## src/rtl/pattern_merge_chain.sv

```systemverilog
// ---------------------------------------------------------------------------
// pattern_merge_chain
//   A cascade of DEPTH registered pattern stages on a W-bit channel, moved by a
//   valid/ready handshake with full backpressure. Each stage applies the
//   transform selected by the mode that travels with its word:
//     0: ~(x | rotl(x))   1: ~(x & rotl(x))   2: x   3: x ^ (x >> 1)
//   A rolling signature and a saturating counter track accepted outputs.
//
// Ports
//   blif_clk_net    in   1      clock, rising edge
//   blif_reset_net  in   1      asynchronous, active-high reset
//   in_data         in   W      input word
//   in_mode         in   2      transform select, travels with in_data
//   in_valid        in   1      input word present
//   in_ready        out  1      chain accepts a word this cycle
//   out_data        out  W      word held in the last stage
//   out_valid       out  1      out_data is valid
//   out_ready       in   1      downstream accepts out_data
//   flush           in   1      synchronous discard of all in-flight words
//   sig             out  W      rolling signature of accepted outputs
//   xfer_cnt        out  CNT_W  saturating count of output handshakes
// ---------------------------------------------------------------------------
module pattern_merge_chain #(
  parameter int W     = 8,
  parameter int DEPTH = 4,
  parameter int CNT_W = 16
) (
  input  logic             blif_clk_net,
  input  logic             blif_reset_net,
  input  logic [W-1:0]     in_data,
  input  logic [1:0]       in_mode,
  input  logic             in_valid,
  output logic             in_ready,
  output logic [W-1:0]     out_data,
  output logic             out_valid,
  input  logic             out_ready,
  input  logic             flush,
  output logic [W-1:0]     sig,
  output logic [CNT_W-1:0] xfer_cnt
);

  function automatic logic [W-1:0] rotl1(input logic [W-1:0] x);
    return {x[W-2:0], x[W-1]};
  endfunction

  function automatic logic [W-1:0] xform(input logic [1:0] mode,
                                         input logic [W-1:0] x);
    logic [W-1:0] res;
    case (mode)
      2'd0:    res = ~(x | rotl1(x));
      2'd1:    res = ~(x & rotl1(x));
      2'd2:    res = x;
      default: res = x ^ (x >> 1);
    endcase
    return res;
  endfunction

  // Per-stage state: valid flag, word and the mode it carries.
  logic [DEPTH-1:0] v_q, v_d;
  logic [W-1:0]     d_q [DEPTH];
  logic [W-1:0]     d_d [DEPTH];
  logic [1:0]       m_q [DEPTH];
  logic [1:0]       m_d [DEPTH];
  logic [W-1:0]     sig_q, sig_d;
  logic [CNT_W-1:0] xfer_cnt_q, xfer_cnt_d;

  // rdy[k]: stage k can take a word this cycle (it is empty or drains too).
  logic [DEPTH:0] rdy;
  logic           in_accept;
  logic           out_hs;

  always_comb begin
    rdy[DEPTH] = out_ready;
    for (int k = DEPTH - 1; k >= 0; k--) begin
      rdy[k] = ~v_q[k] | rdy[k+1];
    end
  end

  // Flush masks acceptance, so a word offered during a flush stays with the
  // source. in_ready is combinational on out_ready: there is no skid buffer.
  assign in_ready  = rdy[0] & ~flush;
  assign in_accept = in_valid & in_ready;
  assign out_valid = v_q[DEPTH-1];
  assign out_data  = d_q[DEPTH-1];
  assign out_hs    = out_valid & out_ready;
  assign sig       = sig_q;
  assign xfer_cnt  = xfer_cnt_q;

  always_comb begin
    // NOTE: every signal written here gets a default first, so no path can
    // leave it unassigned and infer a latch.
    v_d        = v_q;
    d_d        = d_q;
    m_d        = m_q;
    sig_d      = sig_q;
    xfer_cnt_d = xfer_cnt_q;

    // Stage 0: loads from the input, otherwise empties when its word moves on.
    if (in_accept) begin
      v_d[0] = 1'b1;
      d_d[0] = xform(in_mode, in_data);
      m_d[0] = in_mode;
    end else if (v_q[0] && rdy[1]) begin
      v_d[0] = 1'b0;
    end

    // Stage k: loads from stage k-1, otherwise empties when its word moves on.
    for (int k = 1; k < DEPTH; k++) begin
      if (v_q[k-1] && rdy[k]) begin
        v_d[k] = 1'b1;
        d_d[k] = xform(m_q[k-1], d_q[k-1]);
        m_d[k] = m_q[k-1];
      end else if (v_q[k] && rdy[k+1]) begin
        v_d[k] = 1'b0;
      end
    end

    // The handshake still counts in a flush cycle; only the words are dropped.
    if (out_hs) begin
      sig_d = rotl1(sig_q) ^ d_q[DEPTH-1];
      if (xfer_cnt_q != '1) begin
        xfer_cnt_d = xfer_cnt_q + 1'b1;
      end
    end

    if (flush) begin
      v_d = '0;
    end
  end

  always_ff @(posedge blif_clk_net or posedge blif_reset_net) begin
    if (blif_reset_net) begin
      v_q        <= '0;
      // NOTE: the data and mode registers are reset as well, so out_data
      // reads 0 after reset rather than whatever a previous run left behind.
      for (int k = 0; k < DEPTH; k++) begin
        d_q[k] <= '0;
        m_q[k] <= '0;
      end
      sig_q      <= '0;
      xfer_cnt_q <= '0;
    end else begin
      // NOTE: non-blocking assignments, so every stage samples the values
      // of its neighbour from before this edge.
      v_q        <= v_d;
      d_q        <= d_d;
      m_q        <= m_d;
      sig_q      <= sig_d;
      xfer_cnt_q <= xfer_cnt_d;
    end
  end

endmodule

```

## config.mk

```make
export PLATFORM = sky130hd
export DESIGN_NAME = pattern_merge_chain
export DESIGN_NICKNAME = d
export VERILOG_FILES = /design/src/rtl/pattern_merge_chain.sv
export SDC_FILE = /design/constraint.sdc
export NUM_CORES = 1
export LEC_CHECK = 0
export ABC_CLOCK_PERIOD_IN_PS = 2320
export BUFFER_PORTS_ARGS = -buffer_cell sky130_fd_sc_hd__buf_2
export CAP_MARGIN = 0
export CORE_ASPECT_RATIO = 0.6
export CORE_MARGIN = 2
export CORE_UTILIZATION = 30
export CTS_CLUSTER_DIAMETER = 40
export DETAILED_ROUTE_END_ITERATION = 8
export HOLD_SLACK_MARGIN = 0.06
export RECOVER_POWER = 50
export SYNTH_ARGS = -nofsm -noshare
export SYNTH_HDL_FRONTEND = slang
export SYNTH_SLANG_ARGS = --single-unit
```

## constraint.sdc

```tcl
create_clock -name blif_clk_net -period 2.32 [get_ports blif_clk_net]
set_input_delay 0.464 -clock blif_clk_net [delete_from_list [all_inputs] [get_ports blif_clk_net]]
set_output_delay 0.464 -clock blif_clk_net [all_outputs]
set_load 0.005 [all_outputs]
```

==> reports/qor.log, run 1 <==
INFO  routing        routed-wl-met3=335µm
INFO  yosys          synthesized_area=0.00448mm²
INFO  power          vdd_ir_drop_max=0.000354V
INFO  clock_tree     clock_tree_from_tritoncts=yes
INFO  routing        detailed_router_iteration_count_before_antenna_repair=4
INFO  timing         setup-violations-final=0
INFO  floorplan      floorplan.die.width=162µm
INFO  floorplan      die_h=98.7µm
INFO  finish         fill_cells=1,484
INFO  timing         slew_headroom=48.0%
INFO  yosys          netlist_top_cells_area=dfrtp_1 37%, ha_1 16%, mux4_2 6.0%, o21ai_0 4.1%, inv_1 4.1%
INFO  yosys          post_synth_num_cell_types=42
INFO  yosys          syn-instance-count=462
INFO  routing        first_iter_violations=147
INFO  min_path       hold_crit_class=in2reg
INFO  global_routing gr-total-overflow=0
INFO  floorplan      coreArea=0.0145mm²
INFO  clock_tree     root_buffer=clkbuf_16
INFO  timing         layout_worst_path_cycle_share=80.4%
INFO  timing         final.setup.tns=0ps
INFO  timing         final_period_minus_worst_setup_slack=1860ps
INFO  routing        wirelength=8.77mm
INFO  routing        wire_per_inst=12.5µm
INFO  yosys          post_synth_most_frequent_cells=66 x dfrtp_1, 57 x ha_1, 49 x inv_1, 47 x nand2_1, 37 x o21ai_0
INFO  critical_path  worstSetupPathType=reg2out
INFO  clock_tree     clockBufferDepth=2
INFO  timing         report.final.hold_viol_count=0
INFO  critical_path  r2r-start=v_q[3]
INFO  timing         clock_tree_skew_after_final_layout=7.41ps
INFO  routing        avgViaCountPerCell=4.64
INFO  min_path       min-delay-start=flush
INFO  routing        route.detailed.drc=0
INFO  yosys          yosysTopAreaCell=dfrtp_1
INFO  global_routing grtUsageTotal=11.8%
INFO  timing         final_max_slew_viol_count=0
INFO  power          power_switching=1590µW
INFO  power          comb_power_share=30.3%
INFO  finish         n_antenna_cell=0
INFO  yosys          synthesis.area_per_instance=9.70µm²
INFO  finish         finish.net_count=569
INFO  floorplan      fp-row-count=34
INFO  critical_path  cp.required=1860ps
INFO  clock_tree     worstSkewPairLatency=330ps
INFO  critical_path  end_kind=primary output
INFO  placement      numPortBuffers=48
INFO  yosys          yosys_most_used_dff=dfrtp_1
INFO  power          clock_power_share=29.9%
INFO  critical_path  worstSetupStartpoint=v_q[3]
INFO  clock_tree     post_cts_resized=0
INFO  power          seq_power_share=39.7%
INFO  yosys          yosysTopAreaCellShare=36.9%
INFO  clock_tree     cts_buffers=9
INFO  status         run_status=finished clean
INFO  clock_tree     clock_sinks=66
INFO  finish         area_growth_syn_to_layout=15.2%
INFO  placement      pre_cts_slack=571ps
INFO  routing        met2_length=3.64mm
INFO  timing         tightestPinTransition=779ps
INFO  power          finalPower=4680µW
INFO  critical_path  worstPathArrival=1400ps
INFO  clock_tree     cts_htree_levels=3
INFO  finish         layout-drive-gt1-share=20.3%
INFO  yosys          ys_warns=0
INFO  floorplan      floorplan.die_area=0.0160mm²
INFO  floorplan      initial_utilization=30.8%
INFO  critical_path  crit_path_start_kind=flop
INFO  power          power_leakage=0.00251µW
INFO  routing        detailroute.via_count=3,246
INFO  yosys          synth_sequential_area_ratio=36.9%
INFO  power          power_report.internal_total=3100µW
INFO  critical_path  worst-path-max-fanout=9
INFO  routing        routedLengthMet1=4.70mm
INFO  placement      place.gp.congestion=0.808
INFO  placement      place_hpwl=6.68mm
INFO  job            timing.max_cap.violations=0
INFO  global_routing grt_pass1_vias=3,156
INFO  routing        dr.max_layer_used=met4
INFO  timing         maxClockFrequency=536MHz
INFO  global_routing antenna_found_initial=0
INFO  yosys          post-synth-top-count-cell=dfrtp_1
INFO  placement      dp.cells=683
INFO  power          power.density_cell_area=908mW/mm²
INFO  finish         finish.cell_count_without_fillers=700
INFO  yosys          number_of_enable_type_register_cells_in_the_synthesized_netlist=0
INFO  yosys          postSynthNetCount=534
INFO  yosys          ys_seq_elements=66
INFO  timing         grt_setup_unrepaired=false
INFO  global_routing grt_max_degree=57
INFO  floorplan      floorplan.io_pins=49
INFO  global_routing grt_first_pass_wirelength=15.3mm
INFO  yosys          synthArstFlopShare=100%
INFO  clock_tree     worst_setup_hold_path_clk_slew=60ps
INFO  routing        drt.antenna.violating_nets=0
INFO  timing         fin_ws=456ps
INFO  power          switching_share=33.8%
[cells by family (layout without fill, tap and decap cells)]
logic type / after synthesis / count (layout) / synth area share [%]
and+or+nand+nor: 112 / 112 / 12.2
AOI/OAI and AO/OA: 95 / 95 / 12.3
buffers and inverters: 80 / 120 / 7.68
DFF: 66 / 66 / 36.9
adders and majority gates: 60 / 60 / 16.6
muxes: 29 / 29 / 10.4
xor gates and xnor gates: 20 / 20 / 3.91
[sequential cells by signal, summed over array words and instances (netlist names)]
| register | count |
|---|---|
| m_q | 6 |
| v_q | 4 |
| xfer_cnt | 16 |
| sig | 8 |
| d_q | 24 |
| out_data | 8 |
[power groups by stage]
stage | clock, µW | sequential, µW | combinational, µW
CTS | 1430 | 1870 | 1460
detailed placement | 0 | 1890 | 1440
floorplan | 0 | 1710 | 1220
global route | 1480 | 1930 | 1670
finish | 1400 | 1860 | 1420
global placement | 0 | 1870 | 1390
[cells in the final DEF (no fill, tap or decap), types with 2 or more instances in the layout]
cell type,n
a211oi_1,20
a21oi_1,26
a31oi_1,2
buf_2,46
buf_4,3
clkbuf_1,5
clkbuf_16,9
clkbuf_8,2
clkinvlp_4,2
dfrtp_1,66
ha_1,57
inv_1,49
maj3_1,3
mux2_2,16
mux4_2,12
nand2_1,47
nand2b_1,4
nand3_1,3
nand4_1,2
nand4_2,2
nor2_1,34
nor3_1,8
o211ai_1,3
o21ai_0,38
o21ai_1,3
xnor2_1,8
xor2_1,12
[path summary, 6_finish.rpt]
kind,end,slack [ps],cells past startpoint
max,in_ready,460,3
min,v_q[0],350,2
max reg2reg,xfer_cnt[14],480,5
min reg2reg,xfer_cnt[13],500,1
max in group asynchronous,out_data[7],500,4
min in group asynchronous,d_q[31],650,3
[through the flow]
| stage | util (%) | hold slack [ps] | area (µm²) |
|---|---|---|---|
| final | 35.5 | 351 | 5160 |
| after detailed placement | 33.4 | 414 | 4870 |
| after CTS | 35.6 | 338 | 5180 |
| after global routing | 35.5 | 347 | 5160 |
| after global placement | 33.4 | 407 | 4870 |
| after floorplan | - | 474 | 4480 |
[per-layer routing]
layer  up-vias  global-route usage, %
li1       1645                      -
met1      1539                   16.5
met2        54                   17.4
met3         8                   3.83
met4         0                   3.95
met5         -                      0
[final cells by class]
| class | count | area (µm²) | share of cell area (%) |
|---|---|---|---|
| tap | 198 | 248 | 4.80 |
| inverter | 49 | 184 | 3.56 |
| timing repair buffer | 55 | 285 | 5.53 |
| sequential | 66 | 1650 | 32.0 |
| clock inverter | 4 | 50.0 | 0.970 |
| clock buffer | 12 | 256 | 4.97 |
| multi-input combinational | 316 | 2480 | 48.2 |
[worst max-delay path: stages (launching register included)]
cell and delay [ps]:
dfrtp_1 480, and4b_1 360, a21oi_1 90, buf_2 130
[repair_timing]
item,in CTS,in global routing
hold buffers,1,0
buffers inserted,0,0
endpoints found under the hold margin,10,0
Note: power is estimated with default switching activity, not from simulation.
==> run 2, diff against run 1 <==
--- a/config.mk
+++ b/config.mk
@@ -5,7 +5,8 @@
 export SDC_FILE = /design/constraint.sdc
 export NUM_CORES = 1
 export LEC_CHECK = 0
-export ABC_CLOCK_PERIOD_IN_PS = 2320
+export ABC_AREA = 1
+export ABC_CLOCK_PERIOD_IN_PS = 1600
 export BUFFER_PORTS_ARGS = -buffer_cell sky130_fd_sc_hd__buf_2
 export CAP_MARGIN = 0
 export CORE_ASPECT_RATIO = 0.6
==> constraint.sdc (replaced) <==
create_clock -name blif_clk_net -period 1.6 [get_ports blif_clk_net]
set_input_delay 0.32 -clock blif_clk_net [delete_from_list [all_inputs] [get_ports blif_clk_net]]
set_output_delay 0.32 -clock blif_clk_net [all_outputs]
set_load 0.005 [all_outputs]
==> reports/qor.log, run 2 <==
INFO  yosys          post-synth-top-count-cell=nand2_1 [was dfrtp_1]
INFO  critical_path  end_kind=primary output [unchanged]
INFO  power          seq_power_share=37.0% [was 39.7%]
INFO  floorplan      floorplan.io_pins=49 [unchanged]
INFO  yosys          synth_simple_gate_area_share=24.1% [was 12.2%]
INFO  timing         clock_tree_skew_after_final_layout=9.54ps [was 7.41 ps]
INFO  routing        detailroute.via_count=3,981 [was 3,246]
INFO  timing         final.setup.tns=0ps [unchanged]
INFO  finish         final_cell_mix=179 x nand2_1, 76 x inv_1, 66 x dfrtp_1 [was 66 x dfrtp_1, 57 x ha_1, 49 x inv_1]
INFO  placement      dp.cells=864 [was 683]
INFO  finish         layout-drive-gt1-share=16.0% [was 20.3%]
INFO  critical_path  worst-path-max-fanout=3 [was 9]
INFO  clock_tree     worstSkewPairLatency=330ps [about the same]
INFO  finish         final_common_cell=nand2_1 [was dfrtp_1]
INFO  timing         grt_setup_unrepaired=false [unchanged]
INFO  yosys          yosys-mux-area-fraction=0% [was 10.4%]
INFO  clock_tree     cts_htree_levels=3 [unchanged]
INFO  floorplan      floorplan.die.width=164µm [was 162 µm]
INFO  yosys          synthesis.area_per_instance=7.63µm² [was 9.70 µm²]
INFO  job            timing.max_cap.violations=0 [unchanged]
INFO  power          power.density_cell_area=1260mW/mm² [was 908 mW/mm²]
INFO  routing        avgViaCountPerCell=4.50 [was 4.64]
INFO  yosys          ys_seq_elements=66 [unchanged]
INFO  yosys          yosysTopAreaCell=dfrtp_1 [unchanged]
INFO  yosys          postSynthNetCount=677 [was 534]
INFO  yosys          post_synth_num_cell_types=31 [was 42]
INFO  global_routing globalRouteMet3Util=3.51% [was 3.83%]
INFO  clock_tree     worst_setup_hold_path_clk_slew=60ps [about the same]
INFO  timing         setup-violations-final=0 [unchanged]
INFO  clock_tree     cts_buffers=9 [unchanged]
INFO  yosys          synth_compound_area_share=13.4% [was 12.3%]
INFO  clock_tree     clock_tree_from_tritoncts=yes [unchanged]
INFO  timing         slew_headroom=53.7% [was 48.0%]
INFO  critical_path  worstSetupPathType=reg2out [unchanged]
INFO  yosys          yosysTopAreaCellShare=35.8% [was 36.9%]
INFO  global_routing grt_first_pass_wirelength=18.5mm [was 15.3 mm]
INFO  timing         report.final.hold_viol_count=0 [unchanged]
INFO  power          vdd_ir_drop_max=0.000479V [was 0.000354 V]
INFO  min_path       hold_crit_class=in2reg [unchanged]
INFO  clock_tree     clock_sinks=66 [unchanged]
INFO  global_routing grtUsageTotal=14.1% [was 11.8%]
INFO  routing        wire_per_inst=12.0µm [was 12.5 µm]
INFO  routing        drt.antenna.violating_nets=0 [unchanged]
INFO  timing         maxClockFrequency=649MHz
INFO  global_routing antenna_found_initial=0 [unchanged]
INFO  power          power_leakage=0.00284µW [was 0.00251 µW]
INFO  timing         final_period_minus_worst_setup_slack=1540ps
INFO  critical_path  critPathBufInv=1 [unchanged]
INFO  global_routing gr-total-overflow=0 [unchanged]
INFO  yosys          number_of_enable_type_register_cells_in_the_synthesized_netlist=0 [unchanged]
INFO  placement      place.gp.congestion=0.796 [was 0.808]
INFO  finish         multi_input_comb_area=0.00258mm² [was 0.00248 mm²]
INFO  critical_path  critical_path.cell_chain=nand3_2, nor2_4, a21oi_4, buf_2 [was and4b_1, a21oi_1, buf_2]
INFO  yosys          ys_warns=0 [unchanged]
INFO  floorplan      die_h=100µm [was 98.7 µm]
INFO  power          power_switching=2420µW [was 1590 µW]
INFO  finish         seq_area=0.00165mm² [unchanged]
INFO  floorplan      initial_utilization=30.4% [was 30.8%]
INFO  routing        wirelength=10.6mm [was 8.77 mm]
INFO  finish         n_antenna_cell=0 [unchanged]
INFO  yosys          adder_cell_fraction_of_synth_area=15.4% [was 16.6%]
INFO  routing        first_iter_violations=263 [was 147]
INFO  routing        route.detailed.drc=0 [unchanged]
INFO  clock_tree     clockBufferDepth=2 [unchanged]
INFO  yosys          post_synth_most_frequent_cells=178 x nand2_1, 77 x inv_1, 66 x dfrtp_1, 57 x ha_1, 57 x o21ai_0 [was 66 x dfrtp_1, 57 x ha_1, 49 x inv_1, 47 x nand2_1, 37 x o21ai_0]
INFO  finish         fill_cells=1,562 [was 1,484]
INFO  yosys          netlist_top_cells_area=dfrtp_1 36%, ha_1 15%, nand2_1 14%, inv_1 6.3%, o21ai_0 6.2% [was dfrtp_1 37%, ha_1 16%, mux4_2 6.0%, o21ai_0 4.1%, inv_1 4.1%]
INFO  power          power_report.internal_total=4610µW [was 3100 µW]
INFO  power          comb_power_share=30.3% [about the same]
INFO  status         run_status=finished clean [unchanged]
INFO  critical_path  worst_path_dominant_cell_family=flip-flops [unchanged]
INFO  critical_path  crit_path_start_kind=flop [unchanged]
INFO  finish         finish.net_count=748 [was 569]
INFO  clock_tree     root_buffer=clkbuf_16 [unchanged]
INFO  timing         layout_worst_path_cycle_share=96.3%
INFO  global_routing globalRouteMet2Util=19.3% [was 17.4%]
INFO  critical_path  cp.required=1280ps [was 1860 ps]
INFO  yosys          synthArstFlopShare=100% [unchanged]
INFO  power          switching_share=34.4% [was 33.8%]
INFO  yosys          syn-instance-count=605 [was 462]
INFO  finish         largest_register_ffs=24 [unchanged]
INFO  yosys          synth-xor-area-share=2.47% [was 3.91%]
INFO  finish         area_growth_syn_to_layout=21.0% [was 15.2%]
INFO  global_routing grt_max_degree=31 [was 57]
INFO  placement      numPortBuffers=48 [unchanged]
INFO  finish         top_reg_by_flops=d_q [unchanged]
INFO  yosys          synth_sequential_area_ratio=35.8% [was 36.9%]
INFO  global_routing globalRoute.busiestLayer=met1 [was met2]
INFO  critical_path  worstPathArrival=1220ps [was 1400 ps]
INFO  critical_path  slowest_stage=dfrtp_1 [unchanged]
INFO  global_routing grt_pass1_vias=3,707 [was 3,156]
INFO  yosys          yosys_most_used_dff=dfrtp_1 [unchanged]
INFO  finish         finish.cell_count_without_fillers=884 [was 700]
INFO  yosys          synthesized_area=0.00462mm² [was 0.00448 mm²]
INFO  critical_path  critical-path-max-stage-delay=380ps [was 480 ps]
INFO  timing         tightestPinTransition=691ps [was 779 ps]
INFO  placement      place_hpwl=8.22mm [was 6.68 mm]
INFO  floorplan      coreArea=0.0152mm² [was 0.0145 mm²]
INFO  yosys          dominant_combinational_cell_family_by_area_after_synthesis=simple AND/OR/NAND/NOR gates [was adder cells]
INFO  power          clock_power_share=32.7% [was 29.9%]
INFO  routing        detailed_router_iteration_count_before_antenna_repair=5 [was 4]
INFO  floorplan      floorplan.die_area=0.0164mm² [was 0.0160 mm²]
INFO  global_routing global_route.usage.met1=21.9% [was 16.5%]
INFO  floorplan      fp-row-count=35 [was 34]
INFO  timing         final_max_slew_viol_count=0 [unchanged]
-- run 2: through the flow --
stage | instance area [µm²] | power, µW | hold slack [ps] | utilization [%] | setup WS (ps)
4_1_cts | 5570 | 7110 | 230 | 36.6 | 25.6
3_5_place_dp | 5200 | 4760 | 335 | 34.2 | 53.1
6_report | 5590 | 7030 | 256 | 36.8 | 59.5
5_1_grt | 5590 | 7610 | 272 | 36.8 | 12.0
3_3_place_gp | 5200 | 4740 | 326 | 34.2 | 113
2_1_floorplan | 4620 | 4040 | 383 | - | 75.8
-- run 2: final cells by class --
type,instances,share of cell area [%]
Tap cell,203,4.55
Timing Repair Buffer,75,8.24
Sequential cell,66,29.6
Clock inverter,6,2.06
Multi-Input combinational cell,446,46.2
Clock buffer,10,4.10
Inverter,78,5.26
-- run 2: kinds of logic after synthesis --
logic type / count (synthesis)
buffers and inverters: 93
adders and majority gates: 57
AOI/OAI and AO/OA: 112
xor gates and xnor gates: 13
DFF: 66
and+or+nand+nor: 264
-- run 2: final timing paths --
kind                           startpoint  slack (ps)     endpoint  depth (start not counted)
max                                v_q[2]          60     in_ready                          4
min                                 flush         260       v_q[3]                          2
max reg2reg                   xfer_cnt[0]         180  xfer_cnt[9]                          9
min reg2reg                        sig[5]         520       sig[5]                          2
max in group asynchronous  blif_reset_net         200      d_q[27]                          4
min in group asynchronous  blif_reset_net         600  xfer_cnt[3]                          3
-- run 2: routing by layer --
metal	wire length, µm	part of all wire, %
met1	5890	55
met2	4040	38
met3	603	5.7
met4	119	1.1
met5	0	0
-- run 2: power by group through the flow --
stage / registers [µW] / clock network, µW / logic [µW]
floorplan: 2540 / 0 / 1500
global placement: 2630 / 0 / 2110
detailed placement: 2630 / 0 / 2130
CTS: 2600 / 2360 / 2150
global route: 2690 / 2430 / 2490
finish: 2600 / 2300 / 2130
-- run 2: what timing repair did --
| action | in CTS | in global routing |
|---|---|---|
| endpoints found under the setup margin | 1 | 15 |
| resized for setup | 2 | 4 |
| hold endpoints to repair | 12 | 0 |
| pin swaps | 0 | 4 |
| buffers inserted | 1 | 2 |
| hold buffers | 1 | 0 |
==> run 3, diff against run 2 <==
--- a/config.mk
+++ b/config.mk
@@ -16,6 +16,7 @@
 export DETAILED_ROUTE_END_ITERATION = 8
 export HOLD_SLACK_MARGIN = 0.06
 export RECOVER_POWER = 50
+export SETUP_SLACK_MARGIN = 0.5
 export SYNTH_ARGS = -nofsm -noshare
 export SYNTH_HDL_FRONTEND = slang
 export SYNTH_SLANG_ARGS = --single-unit
==> constraint.sdc (replaced) <==
create_clock -name blif_clk_net -period 1.6 [get_ports blif_clk_net]
set_input_delay 0.08 -clock blif_clk_net [delete_from_list [all_inputs] [get_ports blif_clk_net]]
set_output_delay 0.08 -clock blif_clk_net [all_outputs]
set_load 0.005 [all_outputs]
==> reports/qor.log, run 3 (same netlist as run 2, synthesis figures left out) <==
INFO  global_routing grt_first_pass_wirelength=19.8mm [was 18.5 mm]
INFO  global_routing grt_max_degree=67 [was 31]
INFO  timing         final_max_slew_viol_count=0 [unchanged]
INFO  min_path       min-delay-start=flush [unchanged]
INFO  finish         seq_area=0.00168mm² [was 0.00165 mm²]
INFO  global_routing gr-total-overflow=0 [unchanged]
INFO  timing         clock_tree_skew_after_final_layout=10.8ps [was 9.54 ps]
INFO  critical_path  r2r-start=xfer_cnt[0] [unchanged]
INFO  critical_path  end_kind=primary output [unchanged]
INFO  timing         slew_headroom=63.8% [was 53.7%]
INFO  job            timing.max_cap.violations=0 [unchanged]
INFO  finish         finish.cell_count_without_fillers=935 [was 884]
INFO  routing        met2_length=4.93mm [was 4.04 mm]
INFO  floorplan      floorplan.die_area=0.0164mm² [unchanged]
INFO  timing         maxClockFrequency=720MHz [was 649 MHz]
INFO  power          power_leakage=0.00315µW [was 0.00284 µW]
INFO  clock_tree     cts_htree_levels=3 [unchanged]
INFO  finish         fill_cells=1,501 [was 1,562]
INFO  power          clock_power_share=27.2% [was 32.7%]
INFO  critical_path  crit_path_start_kind=flop [unchanged]
INFO  power          power.density_cell_area=1180mW/mm² [was 1260 mW/mm²]
INFO  timing         hold_ws=60.4ps [was 256 ps]
INFO  critical_path  worstPathArrival=1310ps [was 1220 ps]
INFO  finish         multi_input_comb_area=0.00304mm² [was 0.00258 mm²]
INFO  placement      place.gp.congestion=0.856 [was 0.796]
INFO  finish         largest_register_ffs=24 [unchanged]
INFO  routing        detailroute.via_count=4,300 [was 3,981]
INFO  routing        detailed_router_iteration_count_before_antenna_repair=5 [unchanged]
INFO  finish         final_common_cell=nand2_1 [unchanged]
INFO  global_routing grtUsageTotal=15.2% [was 14.1%]
INFO  placement      numPortBuffers=48 [unchanged]
INFO  routing        avgViaCountPerCell=4.60 [was 4.50]
INFO  routing        first_iter_violations=332 [was 263]
INFO  floorplan      floorplan.io_pins=49 [unchanged]
INFO  finish         top_reg_by_flops=d_q [unchanged]
INFO  floorplan      die_h=100µm [unchanged]
INFO  power          finalPower=7720µW [was 7030 µW]
INFO  routing        dr.max_layer_used=met4 [unchanged]
INFO  global_routing grt_pass1_vias=4,000 [was 3,707]
INFO  clock_tree     clock_sinks=66 [unchanged]
INFO  timing         layout_worst_path_cycle_share=86.8% [was 96.3%]
INFO  routing        routedLengthMet1=6.49mm [was 5.89 mm]
INFO  floorplan      initial_utilization=30.4% [unchanged]
INFO  power          vdd_ir_drop_max=0.000646V [was 0.000479 V]
INFO  clock_tree     root_buffer=clkbuf_16 [unchanged]
INFO  floorplan      floorplan.die.width=164µm [unchanged]
INFO  timing         final.setup.tns=0ps [unchanged]
INFO  power          power_switching=2770µW [was 2420 µW]
INFO  clock_tree     cts_buffers=9 [unchanged]
INFO  critical_path  cp.required=1520ps [was 1280 ps]
INFO  critical_path  timing.reg2reg.worst_path_depth=9 [unchanged]
INFO  global_routing antenna_found_initial=0 [unchanged]
INFO  timing         final_period_minus_worst_setup_slack=1390ps [was 1540 ps]
INFO  routing        wire_per_inst=12.8µm [was 12.0 µm]
INFO  min_path       hold_path_depth=2 [unchanged]
INFO  power          power_report.internal_total=4960µW [was 4610 µW]
INFO  floorplan      coreArea=0.0152mm² [unchanged]
INFO  min_path       hold-path-endpoint=v_q[1] [was v_q[3]]
INFO  critical_path  worst-path-max-fanout=3 [unchanged]
INFO  power          switching_share=35.8% [was 34.4%]
INFO  placement      dp.cells=848 [was 864]
INFO  clock_tree     clock_tree_from_tritoncts=yes [unchanged]
INFO  finish         area_growth_syn_to_layout=42.0% [was 21.0%]
INFO  clock_tree     worst_setup_hold_path_clk_slew=60ps [about the same]
INFO  routing        route.detailed.drc=0 [unchanged]
INFO  finish         finish.net_count=799 [was 748]
INFO  finish         final_cell_mix=143 x nand2_1, 59 x inv_1, 50 x ha_1 [was 179 x nand2_1, 76 x inv_1, 66 x dfrtp_1]
INFO  placement      place_hpwl=7.92mm [was 8.22 mm]
INFO  finish         layout-drive-gt1-share=36.9% [was 16.0%]
INFO  status         run_status=finished clean [unchanged]
INFO  timing         setup-violations-final=0 [unchanged]
INFO  min_path       hold_crit_class=in2reg [unchanged]
INFO  critical_path  worstSetupPathType=reg2out [unchanged]
INFO  finish         n_antenna_cell=0 [unchanged]
INFO  power          comb_power_share=38.6% [was 30.3%]
INFO  critical_path  critical_path.reg2reg.endpoint=xfer_cnt[9] [unchanged]
INFO  clock_tree     worstSkewPairLatency=340ps [was 330 ps]
INFO  routing        drt.antenna.violating_nets=0 [unchanged]
INFO  floorplan      fp-row-count=35 [unchanged]
INFO  timing         tightestPinTransition=541ps [was 691 ps]
INFO  routing        routed-wl-met3=487µm [was 603 µm]
INFO  routing        wirelength=12.0mm [was 10.6 mm]
INFO  timing         report.final.hold_viol_count=0 [unchanged]
INFO  power          seq_power_share=34.3% [was 37.0%]
INFO  critical_path  regToRegSetupSlack=250ps [was 180 ps]
INFO  clock_tree     clockBufferDepth=2 [unchanged]
INFO  timing         grt_setup_unrepaired=true [was false]
run 3: cell types whose count changed in the layout (fill, tap and decap cells not counted), sizes merged:
cell,previous run,this run
buf,70,114
bufinv,3,2
clkbuf,14,16
clkinv,2,3
clkinvlp,2,3
dlygate4sd3,1,2
nand3b,2,5
run 3: what timing repair did:
item	CTS	global route
hold endpoints to repair	67	0
hold buffers	2	0
resized for setup	115	76
setup buffers	47	17
pin swaps	28	17
endpoints found under the setup margin	55	75
cloned	4	1
run 3: cell type report:
class | instances | share of cell area [%]
tap | 203 | 3.87
clock inverter | 6 | 1.26
multi-input combinational | 449 | 46.4
inverter | 78 | 4.88
clock buffer | 10 | 3.49
timing repair buffer | 122 | 14.5
sequential | 66 | 25.5
timing repair inverter | 1 | 0.0954
run 3: metrics by stage:
step	area (µm²)	utilization, %	setup slack, ps
3_3_place_gp	5130	33.7	49.1
5_1_grt	6560	43.2	155
6_report	6560	43.2	211
2_1_floorplan	4690	-	226
3_5_place_dp	5130	33.7	25.4
4_1_cts	6210	40.9	253
run 3: layer usage:
layer	vias to the layer above	GRT usage, %
li1	2218	-
met2	64	21.5
met3	9	3.84
met1	2009	22.9
met4	0	3.71
met5	-	0
run 3: how the worst max path moves through the flow:
stage	slack [ps]	from	to
after floorplan	230	xfer_cnt[0]	xfer_cnt[12]
after global placement	50	xfer_cnt[0]	xfer_cnt[9]
after detailed placement	30	xfer_cnt[0]	xfer_cnt[9]
after CTS	250	xfer_cnt[0]	xfer_cnt[9]
after global routing	150	v_q[3]	in_ready
final	210	v_q[2]	in_ready
run 3: power groups by stage:
stage | clock, µW | combinational [µW] | sequential [µW]
final | 2100 | 2980 | 2650
after global routing | 2230 | 3400 | 2740
after CTS | 2140 | 2600 | 2620
after detailed placement | 0 | 2040 | 2670
after global placement | 0 | 2040 | 2650
after floorplan | 0 | 1520 | 2560
run 3: critical path, stage by stage (launching register included):
cell	delay, ps
dfrtp_1	390
nand3_1	180
nor2_4	80
a21oi_4	190
buf_2	140
